===== src/rtl/uvma_udma_rx_ch_rtl_ctrl_if.sv =====
// Rx beat stream and L2 write port of the uDMA Rx channel controller.
// master = the channel controller, slave = peripheral FIFO / L2 arbiter side.
interface uvma_udma_rx_ch_rtl_ctrl_if #(
  parameter int L2_AWIDTH = 19
);
  logic                 ch_valid_i;
  logic [31:0]          ch_data_i;
  logic                 ch_ready_o;
  logic                 l2_req_o;
  logic                 l2_gnt_i;
  logic [L2_AWIDTH-1:0] l2_addr_o;
  logic [31:0]          l2_wdata_o;
  logic [3:0]           l2_be_o;

  modport master (
    input  ch_valid_i, ch_data_i, l2_gnt_i,
    output ch_ready_o, l2_req_o, l2_addr_o, l2_wdata_o, l2_be_o
  );

  modport slave (
    output ch_valid_i, ch_data_i, l2_gnt_i,
    input  ch_ready_o, l2_req_o, l2_addr_o, l2_wdata_o, l2_be_o
  );
endinterface


===== src/rtl/uvma_udma_rx_ch_rtl_ctrl.sv =====
// uDMA Rx channel controller: buffers peripheral beats and writes them to an L2 window.
// Optional overflow counter (port ovf_cnt_o) enabled by defining UVMA_UDMA_RX_CH_OVF_CNT_EN.
module uvma_udma_rx_ch_rtl_ctrl #(
  parameter int L2_AWIDTH  = 19,
  parameter int TRANS_SIZE = 20,
  parameter int FIFO_DEPTH = 4
) (
  input  logic                  clk,
  input  logic                  reset_n,
  input  logic [L2_AWIDTH-1:0]  cfg_start_addr_i,
  input  logic [TRANS_SIZE-1:0] cfg_size_i,
  input  logic [1:0]            cfg_datasize_i,
  input  logic                  cfg_continuous_i,
  input  logic                  cfg_en_i,
  input  logic                  cfg_clr_i,
  output logic                  cfg_en_o,
  output logic                  cfg_pending_o,
  output logic [L2_AWIDTH-1:0]  cfg_curr_addr_o,
  output logic [TRANS_SIZE-1:0] cfg_bytes_left_o,
`ifdef UVMA_UDMA_RX_CH_OVF_CNT_EN
  output logic [7:0]            ovf_cnt_o,
`endif
  output logic                  evt_eot_o,
  uvma_udma_rx_ch_rtl_ctrl_if.master bus
);

  localparam int PW = $clog2(FIFO_DEPTH);

  typedef enum logic [1:0] {S_IDLE, S_RUN, S_DRAIN} state_t;

  function automatic logic [2:0] beat_bytes(input logic [1:0] ds);
    case (ds)
      2'd0:    beat_bytes = 3'd1;
      2'd1:    beat_bytes = 3'd2;
      default: beat_bytes = 3'd4;
    endcase
  endfunction

  function automatic logic [L2_AWIDTH-1:0] align_addr(input logic [L2_AWIDTH-1:0] a,
                                                      input logic [1:0]           ds);
    align_addr = a;
    if (ds != 2'd0) align_addr[0] = 1'b0;
    if (ds[1])      align_addr[1] = 1'b0;
  endfunction

  state_t                state_q, state_d;
  logic [L2_AWIDTH-1:0]  cur_addr_q, start_q, pend_addr_q;
  logic [TRANS_SIZE-1:0] bytes_left_q, acc_left_q, size_q, pend_size_q;
  logic [1:0]            ds_q, pend_ds_q;
  logic                  cont_q, pend_cont_q, pend_q, eot_q;
  logic [31:0]           fifo_mem [FIFO_DEPTH];
  logic [PW:0]           wr_ptr_q, rd_ptr_q;

  logic                  fifo_empty, fifo_full, push, pop, en_ok, acc_done, last_gnt;
  logic                  boundary, load_new, load_pend, reload;
  logic [TRANS_SIZE-1:0] beat_sz, acc_step, gnt_step;
  logic [31:0]           head;

  assign fifo_empty = (wr_ptr_q == rd_ptr_q);
  assign fifo_full  = (wr_ptr_q[PW] != rd_ptr_q[PW]) && (wr_ptr_q[PW-1:0] == rd_ptr_q[PW-1:0]);
  assign head       = fifo_mem[rd_ptr_q[PW-1:0]];

  assign beat_sz  = TRANS_SIZE'(beat_bytes(ds_q));
  assign acc_step = (acc_left_q < beat_sz) ? acc_left_q : beat_sz;
  assign gnt_step = (bytes_left_q < beat_sz) ? bytes_left_q : beat_sz;

  // A beat accepted in the abort cycle is dropped with the rest of the queue.
  assign push     = bus.ch_valid_i && bus.ch_ready_o && !cfg_clr_i;
  assign pop      = bus.l2_req_o && bus.l2_gnt_i;
  assign en_ok    = cfg_en_i && !cfg_clr_i && (cfg_size_i != '0);
  assign acc_done = push && (acc_left_q == acc_step);
  assign last_gnt = pop && (state_q != S_IDLE) && (bytes_left_q == gnt_step) && !cfg_clr_i;

  // A new window may only start once an aborted head has left the FIFO.
  assign boundary  = ((state_q == S_IDLE) && fifo_empty && !cfg_clr_i) || last_gnt;
  assign load_new  = boundary && en_ok;
  assign load_pend = boundary && !en_ok && pend_q;
  assign reload    = last_gnt && !en_ok && !pend_q && cont_q;

  always_ff @(posedge clk or negedge reset_n) begin
    if (!reset_n) state_q <= S_IDLE;
    else          state_q <= state_d;
  end

  // NOTE: every combinational output gets a default first so no latch is inferred.
  always_comb begin
    state_d = state_q;
    if (cfg_clr_i)                                  state_d = S_IDLE;
    else if (load_new || load_pend || reload)       state_d = S_RUN;
    else if (last_gnt)                              state_d = S_IDLE;
    else if ((state_q == S_RUN) && acc_done)        state_d = S_DRAIN;
  end

  always_comb begin
    bus.ch_ready_o = (state_q == S_RUN) && !fifo_full && (acc_left_q != '0);
    bus.l2_req_o   = !fifo_empty;
    bus.l2_addr_o  = {cur_addr_q[L2_AWIDTH-1:2], 2'b00};
    bus.l2_wdata_o = '0;
    bus.l2_be_o    = '0;
    cfg_en_o       = (state_q != S_IDLE);
    if (!fifo_empty) begin
      case (ds_q)
        2'd0: begin
          bus.l2_wdata_o = {4{head[7:0]}};
          bus.l2_be_o    = 4'b0001 << cur_addr_q[1:0];
        end
        2'd1: begin
          bus.l2_wdata_o = {2{head[15:0]}};
          bus.l2_be_o    = cur_addr_q[1] ? 4'b1100 : 4'b0011;
        end
        default: begin
          bus.l2_wdata_o = head;
          bus.l2_be_o    = 4'b1111;
        end
      endcase
    end
  end

  // NOTE: state updates use non-blocking assignments so every flop samples pre-edge values.
  always_ff @(posedge clk or negedge reset_n) begin
    if (!reset_n) begin
      cur_addr_q   <= '0;
      start_q      <= '0;
      size_q       <= '0;
      bytes_left_q <= '0;
      acc_left_q   <= '0;
      ds_q         <= '0;
      cont_q       <= 1'b0;
      eot_q        <= 1'b0;
    end else begin
      eot_q <= last_gnt;
      if (load_new) begin
        cur_addr_q   <= align_addr(cfg_start_addr_i, cfg_datasize_i);
        start_q      <= align_addr(cfg_start_addr_i, cfg_datasize_i);
        size_q       <= cfg_size_i;
        bytes_left_q <= cfg_size_i;
        acc_left_q   <= cfg_size_i;
        ds_q         <= cfg_datasize_i;
        cont_q       <= cfg_continuous_i;
      end else if (load_pend) begin
        cur_addr_q   <= align_addr(pend_addr_q, pend_ds_q);
        start_q      <= align_addr(pend_addr_q, pend_ds_q);
        size_q       <= pend_size_q;
        bytes_left_q <= pend_size_q;
        acc_left_q   <= pend_size_q;
        ds_q         <= pend_ds_q;
        cont_q       <= pend_cont_q;
      end else if (reload) begin
        cur_addr_q   <= start_q;
        bytes_left_q <= size_q;
        acc_left_q   <= size_q;
      end else begin
        if (push) acc_left_q <= acc_left_q - acc_step;
        // After an abort the window counters freeze while the held head drains.
        if (pop && (state_q != S_IDLE)) begin
          cur_addr_q   <= cur_addr_q + L2_AWIDTH'(beat_bytes(ds_q));
          bytes_left_q <= bytes_left_q - gnt_step;
        end
      end
    end
  end

  always_ff @(posedge clk or negedge reset_n) begin
    if (!reset_n) begin
      pend_q      <= 1'b0;
      pend_addr_q <= '0;
      pend_size_q <= '0;
      pend_ds_q   <= '0;
      pend_cont_q <= 1'b0;
    end else if (cfg_clr_i) begin
      pend_q <= 1'b0;
    end else if (en_ok && !boundary) begin
      pend_q      <= 1'b1;
      pend_addr_q <= cfg_start_addr_i;
      pend_size_q <= cfg_size_i;
      pend_ds_q   <= cfg_datasize_i;
      pend_cont_q <= cfg_continuous_i;
    end else if (boundary) begin
      pend_q <= 1'b0;
    end
  end

  // Abort keeps only the head entry (unless it is granted in the same cycle).
  always_ff @(posedge clk or negedge reset_n) begin
    if (!reset_n) begin
      wr_ptr_q <= '0;
      rd_ptr_q <= '0;
    end else begin
      if (cfg_clr_i) wr_ptr_q <= rd_ptr_q + {{PW{1'b0}}, !fifo_empty};
      else if (push) wr_ptr_q <= wr_ptr_q + 1'b1;
      if (pop)       rd_ptr_q <= rd_ptr_q + 1'b1;
    end
  end

  // NOTE: the data array has no reset; the pointers alone define which entries are valid.
  always_ff @(posedge clk) begin
    if (push) fifo_mem[wr_ptr_q[PW-1:0]] <= bus.ch_data_i;
  end

`ifdef UVMA_UDMA_RX_CH_OVF_CNT_EN
  logic [7:0] ovf_q;

  always_ff @(posedge clk or negedge reset_n) begin
    if (!reset_n)       ovf_q <= '0;
    else if (cfg_clr_i) ovf_q <= '0;
    else if (bus.ch_valid_i && !bus.ch_ready_o && cfg_en_o && (ovf_q != 8'hFF))
      ovf_q <= ovf_q + 8'd1;
  end

  assign ovf_cnt_o = ovf_q;
`endif

  assign cfg_pending_o    = pend_q;
  assign cfg_curr_addr_o  = cur_addr_q;
  assign cfg_bytes_left_o = bytes_left_q;
  assign evt_eot_o        = eot_q;

endmodule


===== src/flat_wrapper.sv =====
// flat-port wrapper written by rule: the top's interface ports become plain ports
module uvma_udma_rx_ch_rtl_ctrl_flat 
#(
  parameter int L2_AWIDTH  = 19,
  parameter int TRANS_SIZE = 20,
  parameter int FIFO_DEPTH = 4
)
  (clk, reset_n, cfg_start_addr_i, cfg_size_i, cfg_datasize_i, cfg_continuous_i, cfg_en_i, cfg_clr_i, cfg_en_o, cfg_pending_o, cfg_curr_addr_o, cfg_bytes_left_o, evt_eot_o, bus_ch_valid_i, bus_ch_data_i, bus_l2_gnt_i, bus_ch_ready_o, bus_l2_req_o, bus_l2_addr_o, bus_l2_wdata_o, bus_l2_be_o);
  uvma_udma_rx_ch_rtl_ctrl_if #(.L2_AWIDTH(L2_AWIDTH)) bus_i ();
  input  logic clk;
  input  logic reset_n;
  input  logic [L2_AWIDTH-1:0] cfg_start_addr_i;
  input  logic [TRANS_SIZE-1:0] cfg_size_i;
  input  logic [1:0] cfg_datasize_i;
  input  logic cfg_continuous_i;
  input  logic cfg_en_i;
  input  logic cfg_clr_i;
  output logic cfg_en_o;
  output logic cfg_pending_o;
  output logic [L2_AWIDTH-1:0] cfg_curr_addr_o;
  output logic [TRANS_SIZE-1:0] cfg_bytes_left_o;
  output logic evt_eot_o;
  input wire logic [$bits(bus_i.ch_valid_i)-1:0] bus_ch_valid_i;
  input wire logic [$bits(bus_i.ch_data_i)-1:0] bus_ch_data_i;
  input wire logic [$bits(bus_i.l2_gnt_i)-1:0] bus_l2_gnt_i;
  output wire logic [$bits(bus_i.ch_ready_o)-1:0] bus_ch_ready_o;
  output wire logic [$bits(bus_i.l2_req_o)-1:0] bus_l2_req_o;
  output wire logic [$bits(bus_i.l2_addr_o)-1:0] bus_l2_addr_o;
  output wire logic [$bits(bus_i.l2_wdata_o)-1:0] bus_l2_wdata_o;
  output wire logic [$bits(bus_i.l2_be_o)-1:0] bus_l2_be_o;
  assign bus_i.ch_valid_i = bus_ch_valid_i;
  assign bus_i.ch_data_i = bus_ch_data_i;
  assign bus_i.l2_gnt_i = bus_l2_gnt_i;
  assign bus_ch_ready_o = bus_i.ch_ready_o;
  assign bus_l2_req_o = bus_i.l2_req_o;
  assign bus_l2_addr_o = bus_i.l2_addr_o;
  assign bus_l2_wdata_o = bus_i.l2_wdata_o;
  assign bus_l2_be_o = bus_i.l2_be_o;
  uvma_udma_rx_ch_rtl_ctrl #(.L2_AWIDTH(L2_AWIDTH), .TRANS_SIZE(TRANS_SIZE), .FIFO_DEPTH(FIFO_DEPTH)) u_core (.clk(clk), .reset_n(reset_n), .cfg_start_addr_i(cfg_start_addr_i), .cfg_size_i(cfg_size_i), .cfg_datasize_i(cfg_datasize_i), .cfg_continuous_i(cfg_continuous_i), .cfg_en_i(cfg_en_i), .cfg_clr_i(cfg_clr_i), .cfg_en_o(cfg_en_o), .cfg_pending_o(cfg_pending_o), .cfg_curr_addr_o(cfg_curr_addr_o), .cfg_bytes_left_o(cfg_bytes_left_o), .evt_eot_o(evt_eot_o), .bus(bus_i));
endmodule

===== config.mk =====
export PLATFORM = sky130hd
export DESIGN_NAME = uvma_udma_rx_ch_rtl_ctrl_flat
export DESIGN_NICKNAME = d
export VERILOG_FILES = /design/src/rtl/uvma_udma_rx_ch_rtl_ctrl_if.sv /design/src/rtl/uvma_udma_rx_ch_rtl_ctrl.sv /design/src/flat_wrapper.sv
export SDC_FILE = /design/constraint.sdc
export NUM_CORES = 1
export LEC_CHECK = 0
export BUFFER_PORTS_ARGS = -buffer_cell sky130_fd_sc_hd__buf_2
export CORE_ASPECT_RATIO = 0.5
export CORE_MARGIN = 2
export CORE_UTILIZATION = 59
export DETAILED_ROUTE_END_ITERATION = 8
export PLACE_DENSITY = 0.81
export SYNTH_ARGS = -nofsm -noshare
export SYNTH_HDL_FRONTEND = slang
export SYNTH_SLANG_ARGS = --single-unit

===== constraint.sdc =====
create_clock -name clk -period 5.4 [get_ports clk]
set_clock_uncertainty 0.1 [all_clocks]
set_input_delay 0.54 -clock clk [delete_from_list [all_inputs] [get_ports clk]]
set_output_delay 0.54 -clock clk [all_outputs]
set_load 0.02 [all_outputs]

==> results.rst <==
.. list-table::
   :header-rows: 1

   * - Metric
     - Value
   * - Flip-flop and latch count after synthesis
     - 281
   * - Total routing resource utilization after global routing
     - 28.8%
   * - Power density over the cells
     - 585 mW/mm2
   * - Count of mapped cells out of synthesis
     - 1176
   * - Number of global-route vias before repair
     - 10500
   * - Area growth syn-to-layout
     - 12.3%
   * - Fraction of final layout cells with drive strength greater than 1
     - 24.7%
   * - Time the final worst path needs with I/O delays and setup
     - 4930 ps
   * - WL per Instance
     - 21.8 um
   * - Total Wirelength
     - 35900 um
   * - Clock insertion delay at the later pin of the skew report
     - 540 ps
   * - Worst reg2reg startpoint
     - u_core.ds_q[1]$_DFFE_PN0P_
   * - Setup repair after global routing missed its margin
     - false
   * - Count of vias placed by the detailed router
     - 10500
   * - CP required
     - 5720 ps
   * - Achievable clock frequency
     - 203 MHz
   * - Number of library cell types mapped by synthesis
     - 82
   * - Average cell area after synthesis
     - 12.0 um2
   * - Largest vdd supply drop
     - 0.494 mV
   * - Final period utilization
     - 91.2%
   * - Cell taking the most area after synthesis
     - sky130_fd_sc_hd__edfxtp_1
   * - Ordered cell list for the critical path
     - or2_2 > inv_1 > a21boi_0 > o21ai_0 > nand2_1 > nor2_1 > mux2i_1 > ha_1 > and3b_1 > a211o_1 > or3_1 > nor4b_1 > a31oi_1 > o32a_1
   * - Antenna violations before repair
     - 3
   * - Clk sink count
     - 281
   * - Register-to-register path setup slack
     - 470 ps
   * - Number of maximum-capacitance constraint violations
     - 0
   * - Worst Tran Pin Value
     - 976 ps
   * - Number of placement rows
     - 39
   * - Fraction of registers with async set/reset
     - 54.4%
   * - Number of warnings printed during yosys synthesis
     - 0
   * - Post-layout instance count excluding filler cells
     - 1644
   * - WP data arrival
     - 5250 ps
   * - Cell with the largest stage delay on the worst path
     - sky130_fd_sc_hd__dfrtp_1
   * - Leading post-synthesis cells by cell area
     - sky130_fd_sc_hd__edfxtp_1 (27%), sky130_fd_sc_hd__dfrtp_1 (27%), sky130_fd_sc_hd__mux4_2 (5.1%)
   * - Share of Yosys cell area claimed by the top area cell type
     - 27.2%
   * - Clock Tree Root
     - sky130_fd_sc_hd__clkbuf_16
   * - Remaining antenna violation count
     - 0
   * - First-pass iteration count of the detailed router
     - 9
   * - Kind of start point of the critical path
     - flip-flop
   * - TritonCTS clock tree
     - done
   * - DP Cell Count
     - 1601
   * - Iteration-0 DRC count of the detailed router
     - 1184
   * - Placed wire-length estimate after detailed placement
     - 24500 um
   * - Final setup fails
     - 0
   * - Hold WC Path Type
     - in -> async
   * - Leakage
     - 6.54 nW
   * - Most common flop cell mapped by yosys
     - sky130_fd_sc_hd__dfrtp_1
   * - Delay of the slowest cell on the worst path
     - 540 ps
   * - Capturing element type of the critical path
     - flip-flop
   * - H-tree depth
     - 1
   * - Total overflow reported by the global router
     - 0
   * - Routed vias/inst
     - 6.38
   * - Max-slew violation total from the final report
     - 0
   * - CORE AREA
     - 0.0231 mm2
   * - Setup TNS
     - 0 ps
   * - # DRC
     - 0
   * - Minimum hold slack
     - 34.5 ps
   * - Rel. slew slack
     - 34.9%
   * - Largest net degree at the start of global routing
     - 109
   * - Result of the run
     - finished, final reports clean
   * - Overall die width
     - 223 um
   * - Total power draw
     - 9.28 mW
   * - Global-route wire length before repair
     - 57200 um
   * - Clock slew seen by the registers of the worst setup and hold paths
     - 70 ps
   * - Post-layout net count
     - 1426
   * - R2R depth
     - 14
   * - R2R Path End
     - u_core.acc_left_q[9]$_DFFE_PN0P_
   * - Effective utilization at floorplan
     - 61.0%
   * - Final Hold Fails
     - 0
   * - Number of buffers on the longest clock path
     - 3
   * - Fillers
     - 1652
   * - Post-synth EDFFs
     - 128
   * - Port-buffer cells
     - 176
   * - Finished Core Util
     - 68.6%
   * - Hold bufs inserted after CTS
     - 0
   * - # IOs
     - 179
   * - Number of buffers created by CTS
     - 25
   * - Total die area
     - 0.0253 mm2
   * - Type of the worst setup path
     - reg -> reg
   * - Origin of the worst setup path
     - u_core.ds_q[1]$_DFFE_PN0P_
   * - Placer congestion estimate
     - 0.982
   * - Register area share after synthesis
     - 54.4%
   * - Cell area after synthesis
     - 0.0141 mm2
   * - Maximum fanout along the worst path
     - 13
   * - Die Y-Extent
     - 113 um
==> power breakdown <==
part	internal (mW)	switching (mW)	total, mW	leakage (nW)
clock network	0.872	0.774	1.65	0.351
registers	2.74	0.541	3.28	3.01
logic	1.72	2.64	4.35	3.18
==> through the flow <==
step           cell area [um2]  worst slack [ps]
2_1_floorplan            14100              1070
3_3_place_gp             15100               686
3_5_place_dp             15100               586
4_1_cts                  15900               547
5_1_grt                  15900              98.0
6_report                 15900               475
==> registers in the layout, indices dropped and copies added (netlist names) <==
register	cells
u_core.cfg_curr_addr_o	19
u_core.pend_cont_q	1
u_core.acc_left_q	20
u_core.start_q	19
u_core.evt_eot_o	1
u_core.state_q	2
u_core.pend_addr_q	19
u_core.ds_q	2
u_core.cont_q	1
u_core.cfg_bytes_left_o	20
u_core.wr_ptr_q	3
u_core.fifo_mem	128
u_core.pend_size_q	20
u_core.rd_ptr_q	3
u_core.cfg_pending_o	1
u_core.pend_ds_q	2
u_core.size_q	20
==> synth_stat cells, types with 10 or more instances <==
cell type	count
sky130_fd_sc_hd__o32a_1	12
sky130_fd_sc_hd__xnor2_1	12
sky130_fd_sc_hd__edfxtp_1	128
sky130_fd_sc_hd__nand2_1	146
sky130_fd_sc_hd__a22o_1	12
sky130_fd_sc_hd__inv_1	19
sky130_fd_sc_hd__buf_2	25
sky130_fd_sc_hd__o21ai_0	23
sky130_fd_sc_hd__buf_4	22
sky130_fd_sc_hd__mux4_2	32
sky130_fd_sc_hd__xor2_1	23
sky130_fd_sc_hd__nor3_1	29
sky130_fd_sc_hd__o21ai_1	18
sky130_fd_sc_hd__ha_1	22
sky130_fd_sc_hd__nand3_1	20
sky130_fd_sc_hd__a21oi_1	51
sky130_fd_sc_hd__o31a_1	12
sky130_fd_sc_hd__nor2_1	69
sky130_fd_sc_hd__o211ai_1	16
sky130_fd_sc_hd__nor4_1	11
sky130_fd_sc_hd__nor2b_1	10
sky130_fd_sc_hd__mux2i_1	16
sky130_fd_sc_hd__mux2_4	40
sky130_fd_sc_hd__o22a_1	12
sky130_fd_sc_hd__a31oi_1	38
sky130_fd_sc_hd__dfrtp_1	153
sky130_fd_sc_hd__a22oi_1	24
sky130_fd_sc_hd__and2_1	16
sky130_fd_sc_hd__clkbuf_1	22
==> what timing repair did <==
| item | 4_1_cts | 5_1_grt |
|---|---|---|
| endpoints found under the setup margin | 0 | 12 |
| resized for setup | 0 | 2 |
| setup buffers | 0 | 0 |
==> how the worst max path moves through the flow <==
stage,cells after the start,to
after floorplan,17,u_core.acc_left_q[16]$_DFFE_PN0P_
after global placement,14,u_core.acc_left_q[9]$_DFFE_PN0P_
after detailed placement,18,u_core.cfg_curr_addr_o[6]$_DFFE_PN0P_
after CTS,18,u_core.cfg_curr_addr_o[6]$_DFFE_PN0P_
after global routing,18,u_core.cfg_curr_addr_o[6]$_DFFE_PN0P_
final,14,u_core.acc_left_q[9]$_DFFE_PN0P_
==> critical path: cells and delay by family, from the launching register on <==
family                   cells  cell delay [ps]
buffers and inverters        1              490
AO/OA/AOI/OAI                5             1150
flip-flops                   1              540
adder cells (fa/ha/maj)      1              290
multiplexers                 1              330
AND/OR/NAND/NOR              6             1890
==> per-layer routing <==
metal / global-route usage, % / share of wire (%) / up-vias / routed length, um
met4: 8.19 / 2.6 / 2 / 946
met5: 0 / 0.036 / - / 13
li1: - / - / 4691 / -
met1: 38.9 / 41 / 5196 / 14900
met3: 6.21 / 8.3 / 83 / 2970
met2: 47.8 / 48 / 511 / 17100
==> cell families (layout without fill, tap and decap cells) <==
family	count (synthesis)	count (layout)	synth area share, %
buffers and inverters	106	264	3.94
AO/OA/AOI/OAI	279	279	14.0
adder cells (fa/ha/maj)	25	25	2.38
multiplexers	92	92	10.8
XOR/XNOR	35	35	2.17
AND/OR/NAND/NOR	357	357	12.3
flip-flops	281	281	54.4
other	1	4	0.0266
==> final cells by class <==
class	count	area, um2	area share [%]
multi-input combinational	790	5910	37.3
antenna	2	5.00	0.0316
clock buffer	32	672	4.24
clock inverter	9	43.8	0.276
timing repair buffer	201	1090	6.86
tap	307	384	2.42
sequential	281	7670	48.4
inverter	22	82.6	0.521
==> placed cells by master, fill, tap and decap left out, drive strengths merged, types with 9 or more instances in the layout <==
cell type / Yosys / layout
a211oi: 10 / 10
a21oi: 52 / 52
a22o: 12 / 12
a22oi: 27 / 27
a31oi: 38 / 38
and2: 16 / 16
and3: 9 / 9
buf: 62 / 201
clkbuf: 22 / 32
dfrtp: 153 / 153
edfxtp: 128 / 128
ha: 22 / 22
inv: 21 / 22
mux2: 44 / 44
mux2i: 16 / 16
mux4: 32 / 32
nand2: 146 / 146
nand3: 20 / 20
nor2: 70 / 70
nor2b: 10 / 10
nor3: 31 / 31
nor4: 13 / 13
o211ai: 16 / 16
o21a: 9 / 9
o21ai: 41 / 41
o22a: 12 / 12
o31a: 12 / 12
o32a: 12 / 12
xnor2: 12 / 12
xor2: 23 / 23
(Power assumes the default switching activity.)
